$ cat src/rtl/aes_bridge_pkg.sv
// Shared types and sizes for the AES word bridge: 32-bit words packed into 128-bit blocks.
// Also provides word selection within a block, MSB word first.
package aes_bridge_pkg;

    localparam int WORD_W          = 32;
    localparam int BLOCK_W         = 128;
    localparam int WORDS_PER_BLOCK = 4;
    localparam int CNT_W           = 3;

    typedef enum logic [1:0] {
        LOAD  = 2'd0,
        RUN   = 2'd1,
        DRAIN = 2'd2
    } state_t;

    typedef logic [WORD_W-1:0]  word_t;
    typedef logic [BLOCK_W-1:0] block_t;

    // Index 0 is the most significant word, matching the write/read order.
    function automatic word_t block_word(input block_t blk, input logic [1:0] idx);
        word_t w;
        case (idx)
            2'd0:    w = blk[127:96];
            2'd1:    w = blk[95:64];
            2'd2:    w = blk[63:32];
            default: w = blk[31:0];
        endcase
        return w;
    endfunction

endpackage

$ cat src/rtl/aes_word_bridge_if.sv
// Word-stream, core-side and status signals of the AES word bridge.
// The slave modport is the bridge's view; master is the environment's view.
interface aes_word_bridge_if;
    import aes_bridge_pkg::*;

    logic   AES_wr_valid;
    logic   AES_wr_ready;
    logic   AES_wr_sel;
    word_t  AES_wr_data;
    logic   AES_rd_valid;
    logic   AES_rd_ready;
    word_t  AES_rd_data;
    logic   AES_core_en;
    block_t AES_core_data;
    block_t AES_core_key;
    logic   AES_core_valid;
    block_t AES_core_out;
    logic   AES_busy;
    logic   AES_err;
    logic   AES_err_clr;

    modport slave (
        input  AES_wr_valid, AES_wr_sel, AES_wr_data, AES_rd_ready,
               AES_core_valid, AES_core_out, AES_err_clr,
        output AES_wr_ready, AES_rd_valid, AES_rd_data, AES_core_en,
               AES_core_data, AES_core_key, AES_busy, AES_err
    );

    modport master (
        output AES_wr_valid, AES_wr_sel, AES_wr_data, AES_rd_ready,
               AES_core_valid, AES_core_out, AES_err_clr,
        input  AES_wr_ready, AES_rd_valid, AES_rd_data, AES_core_en,
               AES_core_data, AES_core_key, AES_busy, AES_err
    );

endinterface

$ cat src/rtl/aes_word_packer.sv
// Shifts 32-bit words into a 128-bit block, MSB word first; one word per cycle, no backpressure of its own.
// WRAP=1: count wraps mod 4, full cleared on first word of a new block. WRAP=0: count saturates at 4.
module aes_word_packer
    import aes_bridge_pkg::*;
#(
    parameter bit WRAP = 1'b0
) (
    input  logic   clk,
    input  logic   rst_n,
    input  logic   shift,
    input  logic   clr,
    input  word_t  din,
    output block_t blk,
    output logic   full
);

    localparam logic [CNT_W-1:0] LAST = CNT_W'(WORDS_PER_BLOCK - 1);
    localparam logic [CNT_W-1:0] SAT  = CNT_W'(WORDS_PER_BLOCK);

    logic [CNT_W-1:0] cnt;

    always_ff @(posedge clk or negedge rst_n) begin
        if (!rst_n) begin
            blk  <= '0;
            cnt  <= '0;
            full <= 1'b0;
        end else if (clr) begin
            cnt  <= '0;
            full <= 1'b0;
        end else if (shift) begin
            blk <= {blk[BLOCK_W-WORD_W-1:0], din};
            if (WRAP) begin
                cnt <= (cnt == LAST) ? '0 : cnt + 1'b1;
                if (cnt == LAST)
                    full <= 1'b1;
                else if (cnt == '0)
                    full <= 1'b0;
            end else begin
                // Surplus words keep shifting so the newest four form the block.
                if (cnt != SAT)
                    cnt <= cnt + 1'b1;
                if (cnt >= LAST)
                    full <= 1'b1;
            end
        end
    end

endmodule

$ cat src/rtl/aes_word_bridge.sv
// Word front/back end for AES_top: packs key/data words, runs one block, returns 4 ciphertext words.
// Start 2 cycles after the completing write; input stalls outside LOAD, output holds under rd_ready=0.
module aes_word_bridge
    import aes_bridge_pkg::*;
#(
    parameter int TIMEOUT = 64,
    parameter int TO_W    = 7
) (
    input  logic              AES_clk,
    input  logic              AES_rst_n,
    aes_word_bridge_if.slave  bus
);

    localparam logic [TO_W-1:0] TO_LAST = TO_W'(TIMEOUT - 1);

    state_t            state;
    logic              start_pend;
    logic [TO_W-1:0]   to_cnt;
    logic [1:0]        idx;
    block_t            result;
    block_t            key_blk;
    block_t            data_blk;
    logic              key_ok;
    logic              data_full;
    logic              core_en;
    logic              rd_valid;
    word_t             rd_data;
    logic              err;

    logic              wr_ready;
    logic              key_shift;
    logic              data_shift;
    logic              data_clr;
    logic              timeout;

    // Writes stop as soon as a complete key and data block are registered.
    assign wr_ready   = (state == LOAD) && !start_pend && !(key_ok && data_full);
    assign key_shift  = bus.AES_wr_valid && wr_ready && bus.AES_wr_sel;
    assign data_shift = bus.AES_wr_valid && wr_ready && !bus.AES_wr_sel;
    assign timeout    = (state == RUN) && !bus.AES_core_valid && (to_cnt == TO_LAST);
    assign data_clr   = ((state == LOAD) && start_pend) || timeout;

    aes_word_packer #(.WRAP(1'b1)) u_key_packer (
        .clk   (AES_clk),
        .rst_n (AES_rst_n),
        .shift (key_shift),
        .clr   (1'b0),
        .din   (bus.AES_wr_data),
        .blk   (key_blk),
        .full  (key_ok)
    );

    aes_word_packer #(.WRAP(1'b0)) u_data_packer (
        .clk   (AES_clk),
        .rst_n (AES_rst_n),
        .shift (data_shift),
        .clr   (data_clr),
        .din   (bus.AES_wr_data),
        .blk   (data_blk),
        .full  (data_full)
    );

    always_ff @(posedge AES_clk or negedge AES_rst_n) begin
        if (!AES_rst_n) begin
            state      <= LOAD;
            start_pend <= 1'b0;
            to_cnt     <= '0;
            idx        <= '0;
            result     <= '0;
            core_en    <= 1'b0;
            rd_valid   <= 1'b0;
            rd_data    <= '0;
            err        <= 1'b0;
        end else begin
            // A timeout in the same cycle as a clear request leaves the flag set.
            if (timeout)
                err <= 1'b1;
            else if (bus.AES_err_clr)
                err <= 1'b0;

            case (state)
                LOAD: begin
                    if (start_pend) begin
                        start_pend <= 1'b0;
                        state      <= RUN;
                        core_en    <= 1'b1;
                        to_cnt     <= '0;
                    end else if (key_ok && data_full) begin
                        start_pend <= 1'b1;
                    end
                end
                RUN: begin
                    if (bus.AES_core_valid) begin
                        result   <= bus.AES_core_out;
                        core_en  <= 1'b0;
                        rd_valid <= 1'b1;
                        rd_data  <= block_word(bus.AES_core_out, 2'd0);
                        idx      <= 2'd0;
                        state    <= DRAIN;
                    end else if (timeout) begin
                        core_en  <= 1'b0;
                        state    <= LOAD;
                    end else begin
                        to_cnt   <= to_cnt + 1'b1;
                    end
                end
                DRAIN: begin
                    if (rd_valid && bus.AES_rd_ready) begin
                        if (idx == 2'd3) begin
                            rd_valid <= 1'b0;
                            state    <= LOAD;
                        end else begin
                            idx     <= idx + 2'd1;
                            rd_data <= block_word(result, idx + 2'd1);
                        end
                    end
                end
                default: state <= LOAD;
            endcase
        end
    end

    assign bus.AES_wr_ready  = wr_ready;
    assign bus.AES_rd_valid  = rd_valid;
    assign bus.AES_rd_data   = rd_data;
    assign bus.AES_core_en   = core_en;
    assign bus.AES_core_data = data_blk;
    assign bus.AES_core_key  = key_blk;
    assign bus.AES_busy      = (state != LOAD);
    assign bus.AES_err       = err;

endmodule

$ cat src/flat_wrapper.sv
// flat-port wrapper written by rule: the top's interface ports become plain ports
module aes_word_bridge_flat import aes_bridge_pkg::*;
#(
    parameter int TIMEOUT = 64,
    parameter int TO_W    = 7
)
  (AES_clk, AES_rst_n, bus_AES_wr_valid, bus_AES_wr_sel, bus_AES_wr_data, bus_AES_rd_ready, bus_AES_core_valid, bus_AES_core_out, bus_AES_err_clr, bus_AES_wr_ready, bus_AES_rd_valid, bus_AES_rd_data, bus_AES_core_en, bus_AES_core_data, bus_AES_core_key, bus_AES_busy, bus_AES_err);
  aes_word_bridge_if bus_i ();
  input  logic AES_clk;
  input  logic AES_rst_n;
  input wire logic [$bits(bus_i.AES_wr_valid)-1:0] bus_AES_wr_valid;
  input wire logic [$bits(bus_i.AES_wr_sel)-1:0] bus_AES_wr_sel;
  input wire logic [$bits(bus_i.AES_wr_data)-1:0] bus_AES_wr_data;
  input wire logic [$bits(bus_i.AES_rd_ready)-1:0] bus_AES_rd_ready;
  input wire logic [$bits(bus_i.AES_core_valid)-1:0] bus_AES_core_valid;
  input wire logic [$bits(bus_i.AES_core_out)-1:0] bus_AES_core_out;
  input wire logic [$bits(bus_i.AES_err_clr)-1:0] bus_AES_err_clr;
  output wire logic [$bits(bus_i.AES_wr_ready)-1:0] bus_AES_wr_ready;
  output wire logic [$bits(bus_i.AES_rd_valid)-1:0] bus_AES_rd_valid;
  output wire logic [$bits(bus_i.AES_rd_data)-1:0] bus_AES_rd_data;
  output wire logic [$bits(bus_i.AES_core_en)-1:0] bus_AES_core_en;
  output wire logic [$bits(bus_i.AES_core_data)-1:0] bus_AES_core_data;
  output wire logic [$bits(bus_i.AES_core_key)-1:0] bus_AES_core_key;
  output wire logic [$bits(bus_i.AES_busy)-1:0] bus_AES_busy;
  output wire logic [$bits(bus_i.AES_err)-1:0] bus_AES_err;
  assign bus_i.AES_wr_valid = bus_AES_wr_valid;
  assign bus_i.AES_wr_sel = bus_AES_wr_sel;
  assign bus_i.AES_wr_data = bus_AES_wr_data;
  assign bus_i.AES_rd_ready = bus_AES_rd_ready;
  assign bus_i.AES_core_valid = bus_AES_core_valid;
  assign bus_i.AES_core_out = bus_AES_core_out;
  assign bus_i.AES_err_clr = bus_AES_err_clr;
  assign bus_AES_wr_ready = bus_i.AES_wr_ready;
  assign bus_AES_rd_valid = bus_i.AES_rd_valid;
  assign bus_AES_rd_data = bus_i.AES_rd_data;
  assign bus_AES_core_en = bus_i.AES_core_en;
  assign bus_AES_core_data = bus_i.AES_core_data;
  assign bus_AES_core_key = bus_i.AES_core_key;
  assign bus_AES_busy = bus_i.AES_busy;
  assign bus_AES_err = bus_i.AES_err;
  aes_word_bridge #(.TIMEOUT(TIMEOUT), .TO_W(TO_W)) u_core (.AES_clk(AES_clk), .AES_rst_n(AES_rst_n), .bus(bus_i));
endmodule
$ cat config.mk
export PLATFORM = sky130hd
export DESIGN_NAME = aes_word_bridge_flat
export DESIGN_NICKNAME = d
export VERILOG_FILES = /design/src/rtl/aes_bridge_pkg.sv /design/src/rtl/aes_word_bridge_if.sv /design/src/rtl/aes_word_packer.sv /design/src/rtl/aes_word_bridge.sv /design/src/flat_wrapper.sv
export SDC_FILE = /design/constraint.sdc
export NUM_CORES = 1
export LEC_CHECK = 0
export BUFFER_PORTS_ARGS = -buffer_cell sky130_fd_sc_hd__buf_2
export CAP_MARGIN = 10
export CELL_PAD_IN_SITES_DETAIL_PLACEMENT = 0
export CELL_PAD_IN_SITES_GLOBAL_PLACEMENT = 1
export CORE_ASPECT_RATIO = 1.5
export CORE_MARGIN = 4
export CORE_UTILIZATION = 41
export DETAILED_ROUTE_END_ITERATION = 6
export PLACE_DENSITY = 0.84
export REMOVE_ABC_BUFFERS = 1
export SETUP_SLACK_MARGIN = 0.1
export SKIP_LAST_GASP = 1
export SYNTH_ARGS = -nofsm -noshare
export SYNTH_HDL_FRONTEND = slang
export SYNTH_SLANG_ARGS = --single-unit
$ cat constraint.sdc
create_clock -name AES_clk -period 2.04 [get_ports AES_clk]
set_clock_uncertainty 0.05 [all_clocks]
set_input_delay 0.306 -clock AES_clk [delete_from_list [all_inputs] [get_ports AES_clk]]
set_output_delay 0.306 -clock AES_clk [all_outputs]
set_load 0.005 [all_outputs]
# [Yosys cells after proc, flatten, opt, wreduce, memory -nomap -nowiden]
# Index checks and enable logic that the tools add are counted.
# W data, S select, Z words.
[classes] add_sub_neg=4 mul=0 div_mod_pow=0 magnitude_cmp=1 eq_ne=16 shifts=0 muxes=40 bitwise=1 reduce_logical=36
[ops] op="$mux W32" n=3
[ops] op="$pmux W32 S3" n=1
[ops] op="$pmux W32 S2" n=1
[ops] op="$mux W7" n=3
[ops] op="$mux W2" n=8
[ops] op="$reduce_and A4 Y1" n=4
[ops] op="$reduce_bool A2 Y1" n=8
[ops] op="$mux W1" n=15
[ops] op="$pmux W7 S2" n=1
[ops] op="$mux W3" n=4
[ops] op="$logic_and A1 B1 Y1" n=10
[ops] op="$reduce_and A2 Y1" n=5
[ops] op="$ne A2 B2 Y1 const B" n=4
[ops] op="$add A7 B1 Y7 const B" n=1
[ops] op="$eq A7 B6 Y1 const B" n=1
[ops] op="$add A3 B1 Y3 const B" n=2
[ops] op="$eq A2 B2 Y1 const B" n=3
[ops] op="$ne A2 B1 Y1 const B" n=3
[ops] op="$pmux W2 S3" n=1
[ops] op="$eq A2 B1 Y1 const B" n=2
[ops] op="$logic_not A1 Y1" n=4
[ops] op="$logic_not A2 Y1" n=2
[ops] op="$pmux W1 S2" n=2
[ops] op="$pmux W2 S2" n=1
[ops] op="9 further kinds" n=9
[totals] ff_bits=439 latch_bits=0 mem_bits_rw=0 romBits=0 memories=0

# [Longest topological paths before layout]
# Gate-level depths: netlist of the first run.
[logic_depth] word_depth=7 mapped_depth=8

# [Cells and area by module]
# Synthesis of the first run repeated with hierarchy kept, for this count alone.
[hier_totals] hier_cells=1201 area_unflattened_um2=18347.6
[by_module_without_submodules] module="aes_word_bridge" instances=1 cells_per_inst=616 area_per_inst_um2=7800.0 seq_area_each_um2=4379.2
[by_module_without_submodules] module="aes_word_packer at u_core.u_data_packer" instances=1 cells_per_inst=293 area_per_inst_um2=5512.8 seq_area_each_um2=3303.2
[by_module_without_submodules] module="aes_word_packer at u_core.u_key_packer" instances=1 cells_per_inst=292 area_per_inst_um2=5034.8 seq_area_each_um2=3303.2

# [Worst setup path before layout of the first run]
# OpenSTA, ideal clock, no wires.
[synth_path] kind="flip-flop to flip-flop" startpoint="reg u_core.state[0]" endpoint="reg u_core.u_data_packer.blk[100]" setup_ns=0.125 arrival_ns=1.681 t_required_ns=1.865 path_slack_ns=0.184 stages_incl_launch_ff=7 path_buffers=3 period_less_slack_ns=1.856 cell_sequence="dfrtp_1 buf_4 a2111oi_4 nand3b_2 buf_6 buf_6 mux2_4"
[synth_via] elab_chain_cells=6 word_cells_on_any_way=12
[synth_lines] item="start: declaration" line_no="aes_word_bridge.sv:16" source="state_t state;"
[synth_lines] item="start signal: assignment" line_no="aes_word_bridge.sv:65" source="state <= LOAD;"
[synth_lines] item="start signal: assignment" line_no="aes_word_bridge.sv:85" source="state <= RUN;"
[synth_lines] item="start signal: assignment" line_no="aes_word_bridge.sv:99" source="state <= DRAIN;"
[synth_lines] item="$logic_not A2 Y1" line_no="aes_word_bridge.sv:37" source="assign wr_ready = (state == LOAD) && !start_pend && !(key_ok && data_full);"
[synth_lines] item="$logic_and A1 B1 Y1 (2 in a row)" line_no="aes_word_bridge.sv:37"
[synth_lines] item="net bus_AES_wr_ready" line_no="flat_wrapper.sv:18" source="output wire logic [$bits(bus_i.AES_wr_ready)-1:0] bus_AES_wr_ready;"
[synth_lines] item="$logic_and A1 B1 Y1 (2 in a row)" line_no="aes_word_bridge.sv:39" source="assign data_shift = bus.AES_wr_valid && wr_ready && !bus.AES_wr_sel;"
[synth_lines] item="$reduce_and A2 Y1 (no line)"
[synth_lines] item="end signal: assignment" line_no="aes_word_packer.sv:31" source="blk <= {blk[BLOCK_W-WORD_W-1:0], din};"
[synth_lines] item="end: declaration" line_no="aes_word_packer.sv:13" source="output block_t blk,"
# The timed path passes the listed nets, and every way through them passes these cells.
# A chain may end at the register's enable or synchronous reset.

# [Worst setup path after layout of the first run]
[layout_path] startpoint="reg u_core.u_key_packer.full" endpoint="reg u_core.u_data_packer.blk[94]"
[layout_via] elab_chain_cells=6
[layout_lines] item="start: declaration" line_no="aes_word_packer.sv:14" source="output logic full"
[layout_lines] item="start signal: assignment" line_no="aes_word_packer.sv:26" source="full <= 1'b0;"
[layout_lines] item="start signal: assignment" line_no="aes_word_packer.sv:29" source="full <= 1'b0;"
[layout_lines] item="start signal: assignment" line_no="aes_word_packer.sv:35" source="full <= 1'b1;"
[layout_lines] item="$logic_and A1 B1 Y1" line_no="aes_word_bridge.sv:37"
[layout_lines] item="$logic_not A1 Y1" line_no="aes_word_bridge.sv:37"
[layout_lines] item="$logic_and A1 B1 Y1" line_no="aes_word_bridge.sv:37"
[layout_lines] item="$logic_and A1 B1 Y1 (2 in a row)" line_no="aes_word_bridge.sv:39"
[layout_lines] item="$reduce_and A2 Y1 (no line)"
# No other way between the ends.

==> qor.txt, run 1 <==
pwr/cell area -> 1540 mW/mm^2
required time at the worst-slack endpoint -> 2400 ps
combinational family with the most area after synthesis -> simple AND/OR/NAND/NOR gates
RSZ-0062 raised after global routing -> true
Die Y-Extent -> 265 um
Final WS setup -> 101 ps
CP max stage cell -> sky130_fd_sc_hd__dfrtp_1
class of the tightest hold or removal check -> in2reg
Max Cap Viol -> 0
DIE AREA -> 0.0475 mm^2
Detail Route Antenna Nets -> 0
Seq pwr share -> 41.5%
mux cell area share after synthesis -> 10.1%
Endpoint, Worst Hold -> u_core.bus.AES_rd_valid
Hold Startpoint -> bus_AES_rd_ready
Sink Count -> 439
combinational share of power -> 38.0%
post-DR wirelength/cell -> 17.6 um
WL final -> 52400 um
post-detailed-route DRC marker count -> 0
type of the worst setup path -> reg2reg
largest net degree at the start of global routing -> 82
Final setup viols -> 0
signed area change from the synthesized netlist to the final layout -> 36.5%
Achievable Freq -> 0.516 GHz
via density per instance -> 4.95
final non-filler cell area -> 0.0246 mm^2
CTS max path bufs -> 3
post-synthesis share of cell area spent on xor and xnor gates -> 0.0486%
hold-critical path depth -> 4
Yosys warning count -> 0
global route overflow -> 0
DP Cell Count -> 2734
I/O pin total -> 460
r2r worst-path depth -> 6
portion of total power attributed to the clock network -> 20.5%
simple logic cell fraction of the synthesized area -> 16.9%
effective utilization at floorplan -> 41.8%
switching pwr -> 13.5 mW
total of flip-flops plus latches after synthesis -> 439
HPWL after detailed placement -> 35200 um
number of nets at the end of the flow -> 2558
Adder-Cell Fraction of Synth Area -> 0.694%
share of Yosys cell area claimed by the top area cell type -> 60.9%
instance area at placement -> 0.0214 mm^2
startpoint of the lowest-slack register-to-register path -> u_core.u_key_packer.full
number of iterations in the first detailed-routing pass -> 5
chip width -> 179 um
run status -> finished, final reports clean
port bufs -> 459
CP max FO -> 16
mapped cell area -> 0.0180 mm^2
wire length of the first global-routing pass -> 81700 um
internal power -> 24.5 mW
crit path cell chain -> a2111oi_4, buf_4, nand3b_4, clkbuf_16, buf_12, mux2_4
placeable core area -> 0.0432 mm^2
final-layout fill cell count -> 3623
top area cells in the synthesized netlist -> sky130_fd_sc_hd__dfrtp_1 (61%), sky130_fd_sc_hd__nand2_1 (16%), sky130_fd_sc_hd__mux2_4 (7.3%)
Yosys cell types -> 42
worst setup slack after placement -> 91.2 ps
final RePlAce weighted congestion -> 0.811
antenna violations before repair -> 3
number of cell rows -> 93
Critical Path Sink Type -> flop
worst endpoint data arrival time -> 2300 ps
worst-margin pin slew -> 457 ps
total track usage -> 21.1%
compound-cell area share of the yosys netlist -> 7.55%
reg-to-reg slack, setup -> 100 ps
kind of launch point of the worst setup path -> flop
Static Leakage -> 13.0 nW
clock edge transition at the registers on the reported setup and hold paths -> 60 ps
reg-to-reg endpoint -> u_core.u_data_packer.blk[94]
sequential fraction of the synthesis area -> 60.9%
peak supply drop -> 0.000839 V
Post-Syn Instances -> 1740
final number of max-transition violations -> 0
total chip power -> 38.0 mW
H-tree Lvls -> 2
cell accounting for the most synthesized area -> sky130_fd_sc_hd__dfrtp_1
longest individual stage delay on the worst path -> 410 ps
time the worst path needs with I/O delays and setup -> 1940 ps
share of post-route cells with drive strength above 1 -> 31.0%
number of clock buffers inserted by TritonCTS -> 43
mean post-synth cell area -> 10.4 um^2
switching fraction of total power -> 35.6%
Clk Latency, worst-skew pair -> 530 ps
worst-case headroom to the max-slew limit -> 69.6%
Period Utilization, post-route -> 95.0%
Iter 0 DRT Violations -> 905
final-report hold violation count -> 0
DR vias -> 14781
via count of the first global-routing pass -> 15183
count of non-filler cells in the finished layout -> 2985
CTS tree -> done
Clk Tree Root Cell -> sky130_fd_sc_hd__clkbuf_16
## logic make-up after synthesis
group	count (synthesis)
adders and majority gates	10
and+or+nand+nor	788
DFF	439
xor gates and xnor gates	1
AOI/OAI and AO/OA	221
buffers and inverters	149
muxes	132
## how the worst max path moves through the flow
stage	startpoint	to	depth (start not counted)
finish	u_core.u_key_packer.full	u_core.u_data_packer.blk[94]	6
global route	u_core.u_key_packer.full	u_core.u_data_packer.blk[12]	6
CTS	u_core.u_data_packer.full	bus_AES_wr_ready	3
detailed placement	u_core.u_key_packer.full	u_core.u_data_packer.blk[69]	6
global placement	u_core.u_key_packer.full	u_core.u_data_packer.blk[69]	6
floorplan	u_core.state[1]	u_core.result[0]	3
## flip-flops by register name, summed over array words and instances (netlist names), 2 cells and up
register and flops:
u_core.u_key_packer.cnt 3, u_core.u_key_packer.blk 128, u_core.state 2, u_core.to_cnt 7, u_core.u_data_packer.blk 128, u_core.result 128
u_core.idx 2, u_core.bus.AES_rd_data 32, u_core.u_data_packer.cnt 3
## power by group through the flow
stage | combinational, mW | clock, mW | sequential [mW]
finish | 14.4 | 7.78 | 15.8
CTS | 14.3 | 8.00 | 15.7
detailed placement | 13.8 | 0 | 15.8
global route | 16.1 | 8.34 | 16.2
global placement | 13.4 | 0 | 15.6
floorplan | 7.72 | 0 | 15.4
## layout by cell type (no fill, tap or decap), types with 3 or more instances in the layout
master / n
sky130_fd_sc_hd__nand2_1: 749
sky130_fd_sc_hd__buf_2: 457
sky130_fd_sc_hd__dfrtp_1: 438
sky130_fd_sc_hd__dlygate4sd3_1: 162
sky130_fd_sc_hd__mux2_4: 88
sky130_fd_sc_hd__o21ai_0: 75
sky130_fd_sc_hd__a21oi_1: 67
sky130_fd_sc_hd__clkbuf_16: 50
sky130_fd_sc_hd__inv_1: 44
sky130_fd_sc_hd__buf_4: 44
sky130_fd_sc_hd__mux2_2: 42
sky130_fd_sc_hd__a22oi_1: 32
sky130_fd_sc_hd__a221oi_1: 31
sky130_fd_sc_hd__buf_12: 24
sky130_fd_sc_hd__clkbuf_1: 11
sky130_fd_sc_hd__nand3_1: 8
sky130_fd_sc_hd__ha_1: 8
sky130_fd_sc_hd__clkbuf_8: 8
sky130_fd_sc_hd__buf_6: 7
sky130_fd_sc_hd__nor2_1: 6
sky130_fd_sc_hd__clkinv_2: 6
sky130_fd_sc_hd__diode_2: 4
sky130_fd_sc_hd__nand2b_1: 4
sky130_fd_sc_hd__a31oi_1: 3
sky130_fd_sc_hd__nor2b_1: 3
## critical path: cells and delay by family (launching register included)
kind | cells | cell delay (ps)
AO/OA/AOI/OAI | 1 | 340
flip-flops | 1 | 410
buffers and inverters | 3 | 570
multiplexers | 1 | 300
AND/OR/NAND/NOR | 1 | 150
## final cells by class
type | instances | area, um^2 | share of cell area [%]
Sequential cell | 439 | 11000 | 44.6
Multi-Input combinational cell | 1152 | 6400 | 26.0
Clock buffer | 64 | 1280 | 5.19
Clock inverter | 11 | 93.8 | 0.381
Tap cell | 570 | 713 | 2.90
Inverter | 44 | 165 | 0.671
Timing Repair Buffer | 701 | 4970 | 20.2
Antenna cell | 4 | 10.0 | 0.0407
## per-stage QoR
stage                     TNS (ps)  hold WS [ps]  util (%)
final                            0          47.5      57.0
after global routing             0          84.3      57.0
after CTS                        0          21.8      56.6
after detailed placement         0           162      49.6
after global placement           0           169      49.6
after floorplan           -1088920         -39.6         -
## synth_stat cells (all sizes together)
cell type  number
buf            45
o21ai          75
o211ai          2
a21oi          67
nor2b           3
mux2i           2
o31a            1
a221oi         32
nor2            7
nor3b           1
nand2b          5
o2bb2ai         1
nor3            2
nand3           9
o22ai           2
a2111oi         1
inv            44
a32oi           1
or4             1
a211oi          2
mux2          130
nand4b          1
nand2         749
or2             1
ha             10
a21boi          1
o31ai           1
a22oi          32
a31oi           3
and4            1
nand4           1
clkbuf         60
xnor2           1
dfrtp         439
nand3b          3
or3b            1
and3            3
## routing by layer
| layer | track usage [%] | share of wire (%) | routed length [um] |
|---|---|---|---|
| met1 | 25.6 | 38 | 19900 |
| met2 | 37.5 | 51 | 26700 |
| met3 | 4.45 | 8.0 | 4210 |
| met4 | 6.57 | 3.1 | 1630 |
| met5 | 0 | 0 | 0 |
## what timing repair did
item                                    in CTS  in global routing
pin swaps                                    1                  1
cloned                                       0                  5
endpoints found under the setup margin       1                 36
setup buffers                                3                  2
endpoints found under the hold margin      395                  0
hold buffers                               162                  0
resized for setup                            3                 10
Power figures use the tool's default switching activity.
==> run 2, diff against run 1 <==
Settings changed: ABC_AREA set to 1, CORE_UTILIZATION 41 to 40.
==> qor.txt, run 2 <==
run status -> finished, final reports clean
CTS max path bufs -> 3
CP max FO -> 50
mapped cell area -> 0.0178 mm^2
post-DR wirelength/cell -> 17.8 um
Top Registers -> u_core.result (128), u_core.u_data_packer.blk (128), u_core.u_key_packer.blk (128)
worst-case headroom to the max-slew limit -> 64.9%
pwr/cell area -> 1470 mW/mm^2
Achievable Freq -> 0.537 GHz
dominant register cell in the synthesized netlist -> sky130_fd_sc_hd__dfrtp_1
placeable core area -> 0.0440 mm^2
r2r worst-path depth -> 6
top area cells in the synthesized netlist -> sky130_fd_sc_hd__dfrtp_1 (62%), sky130_fd_sc_hd__nand2_1 (17%), sky130_fd_sc_hd__mux2_2 (7.1%)
cell accounting for the most synthesized area -> sky130_fd_sc_hd__dfrtp_1
number of nets at the end of the flow -> 2659
H-tree Lvls -> 2
hold-critical path depth -> 3
Yosys cell types -> 27
Detail Route Antenna Nets -> 0
antenna violations before repair -> 0
required time at the worst-slack endpoint -> 2410 ps
Min Hold Slack -> 29.5 ps
CP max stage cell -> sky130_fd_sc_hd__dfrtp_1
total chip power -> 35.5 mW
clock edge transition at the registers on the reported setup and hold paths -> 60 ps
total of flip-flops plus latches after synthesis -> 439
Most common cell on crit path -> sky130_fd_sc_hd__buf_12
post-detailed-route DRC marker count -> 0
Post-Syn Instances -> 1868
Yosys warning count -> 0
most frequent cells in the layout -> sky130_fd_sc_hd__nand2_1 (823), sky130_fd_sc_hd__buf_2 (458), sky130_fd_sc_hd__dfrtp_1 (439)
kind of launch point of the worst setup path -> flop
Critical Path Sink Type -> flop
total track usage -> 22.2%
chip width -> 180 um
WP depth -> 6
crit path cell chain -> nand2_1, inv_1, nand2_4, buf_12, buf_12, mux2_2
final RePlAce weighted congestion -> 0.846
number of cell rows -> 94
signed area change from the synthesized netlist to the final layout -> 35.1%
DIE AREA -> 0.0480 mm^2
final number of max-transition violations -> 0
Iter 0 DRT Violations -> 824
via count of the first global-routing pass -> 15809
commonest non-fill, non-tap cell in the layout -> sky130_fd_sc_hd__nand2_1
share of the core filled with cells in the final layout -> 54.7%
Max Cap Viol -> 0
share of post-route cells with drive strength above 1 -> 28.0%
leading cell types by count after synthesis -> sky130_fd_sc_hd__nand2_1 (825), sky130_fd_sc_hd__dfrtp_1 (439), sky130_fd_sc_hd__o21ai_0 (120), sky130_fd_sc_hd__mux2_2 (113), sky130_fd_sc_hd__inv_1 (80)
via density per instance -> 4.89
CTS tree -> done
Sink Count -> 439
HPWL after detailed placement -> 36900 um
worst setup slack after placement -> 151 ps
Die Y-Extent -> 266 um
class of the tightest hold or removal check -> in2reg
dominant cell by count in the synthesized netlist -> sky130_fd_sc_hd__nand2_1
WL final -> 55100 um
total inserted antenna cells -> 0
largest net degree at the start of global routing -> 91
wire length of the first global-routing pass -> 86600 um
final total negative setup slack -> 0 ps
final-report hold violation count -> 0
EDFF count, synth -> 0
family with the most delay on the worst path -> buffers and inverters
Final setup viols -> 0
number of iterations in the first detailed-routing pass -> 5
Final WS setup -> 177 ps
sequential fraction of the synthesis area -> 61.7%
worst endpoint data arrival time -> 2230 ps
effective utilization at floorplan -> 40.5%
RSZ-0062 raised after global routing -> true
worst-margin pin slew -> 526 ps
Static Leakage -> 12.9 nW
share of Yosys cell area claimed by the top area cell type -> 61.7%
Clk Tree Root Cell -> sky130_fd_sc_hd__clkbuf_16
time the worst path needs with I/O delays and setup -> 1860 ps
mean post-synth cell area -> 9.54 um^2
Period Utilization, post-route -> 91.3%
longest individual stage delay on the worst path -> 430 ps
number of clock buffers inserted by TritonCTS -> 44
DR vias -> 15092
Clk Latency, worst-skew pair -> 540 ps
Async SR Flop Fraction -> 100%
I/O pin total -> 460
count of buffer and inverter cells on the critical path -> 3
type of the worst setup path -> reg2reg
peak supply drop -> 0.000827 V
port bufs -> 459
global route overflow -> 0
## run 2: cell types whose count changed after synthesis, moves of 23 or more
| cell | before | now |
|---|---|---|
| sky130_fd_sc_hd__nor2_1 | 7 | 55 |
| sky130_fd_sc_hd__nand2_1 | 749 | 825 |
| sky130_fd_sc_hd__a22oi_1 | 32 | 0 |
| sky130_fd_sc_hd__nand3_1 | 9 | 32 |
| sky130_fd_sc_hd__a21oi_1 | 67 | 35 |
| sky130_fd_sc_hd__mux2_4 | 88 | 0 |
| sky130_fd_sc_hd__mux2_2 | 42 | 113 |
| sky130_fd_sc_hd__o21ai_0 | 75 | 120 |
| sky130_fd_sc_hd__a221oi_1 | 32 | 0 |
| sky130_fd_sc_hd__inv_1 | 44 | 80 |
## run 2: per-stage QoR
step                area, um^2  std cells
detailed placement       21000       2849
CTS                      23900       3080
floorplan                17300       1768
global placement         21000       2849
global route             24100       3087
finish                   24100       3087
## run 2: cell type report
| cell class | count | area (um^2) |
|---|---|---|
| inverters | 84 | 318 |
| well taps | 576 | 721 |
| flip-flops and latches | 439 | 11000 |
| repair buffers | 668 | 4610 |
| fillers | 3847 | 19900 |
| multi-input cells | 1245 | 6040 |
| clock buffers | 61 | 1290 |
| clock inverters | 14 | 110 |
## run 2: report_power, final
group / leakage (nW) / total, mW / internal, mW / switching, mW
sequential: 5.51 / 15.6 / 12.8 / 2.83
clock: 0.701 / 7.89 / 4.53 / 3.37
combinational: 6.68 / 12.0 / 5.49 / 6.49
## run 2: logic make-up (layout without fill, tap and decap cells)
group / Yosys count / count (layout) / share of synthesized area, %
xor+xnor: 2 / 2 / 0.0984
simple gates: 922 / 922 / 19.8
flops: 439 / 439 / 61.7
compound gates: 198 / 198 / 5.91
buf+inv: 184 / 827 / 4.64
mux: 113 / 113 / 7.14
fa+ha+maj: 10 / 10 / 0.702
## run 2: timing repair
item | CTS | global route
resized for setup | 0 | 10
setup buffers | 0 | 5
hold buffers | 156 | 0
endpoints found under the hold margin | 236 | 0
setup endpoints to repair | 0 | 160
## run 2: worst paths after layout
path	start	slack, ps	endpoint
worst min register to register	u_core.u_key_packer.blk[114]	420	u_core.u_key_packer.blk[114]
max in group asynchronous	AES_rst_n	970	u_core.result[85]
worst max-delay path	u_core.state[0]	180	u_core.result[4]
min in group asynchronous	AES_rst_n	240	u_core.result[92]
worst max register to register	u_core.state[0]	180	u_core.result[4]
worst min-delay path	bus_AES_core_out[114]	30	u_core.result[114]
## run 2: layer usage
metal  vias up  track usage (%)  wire [um]
met5         -                0          0
met2       591             38.9      27500
met3       105             6.50       4680
met1      7270             26.5      21300
met4         0             6.85       1670
li1       7126                -          -
## run 2: tightest hold or removal path: cells and delay by family
| family | cells | cell delay (ps) |
|---|---|---|
| AO/OA/AOI/OAI | 1 | 90 |
| buffers and inverters | 2 | 160 |
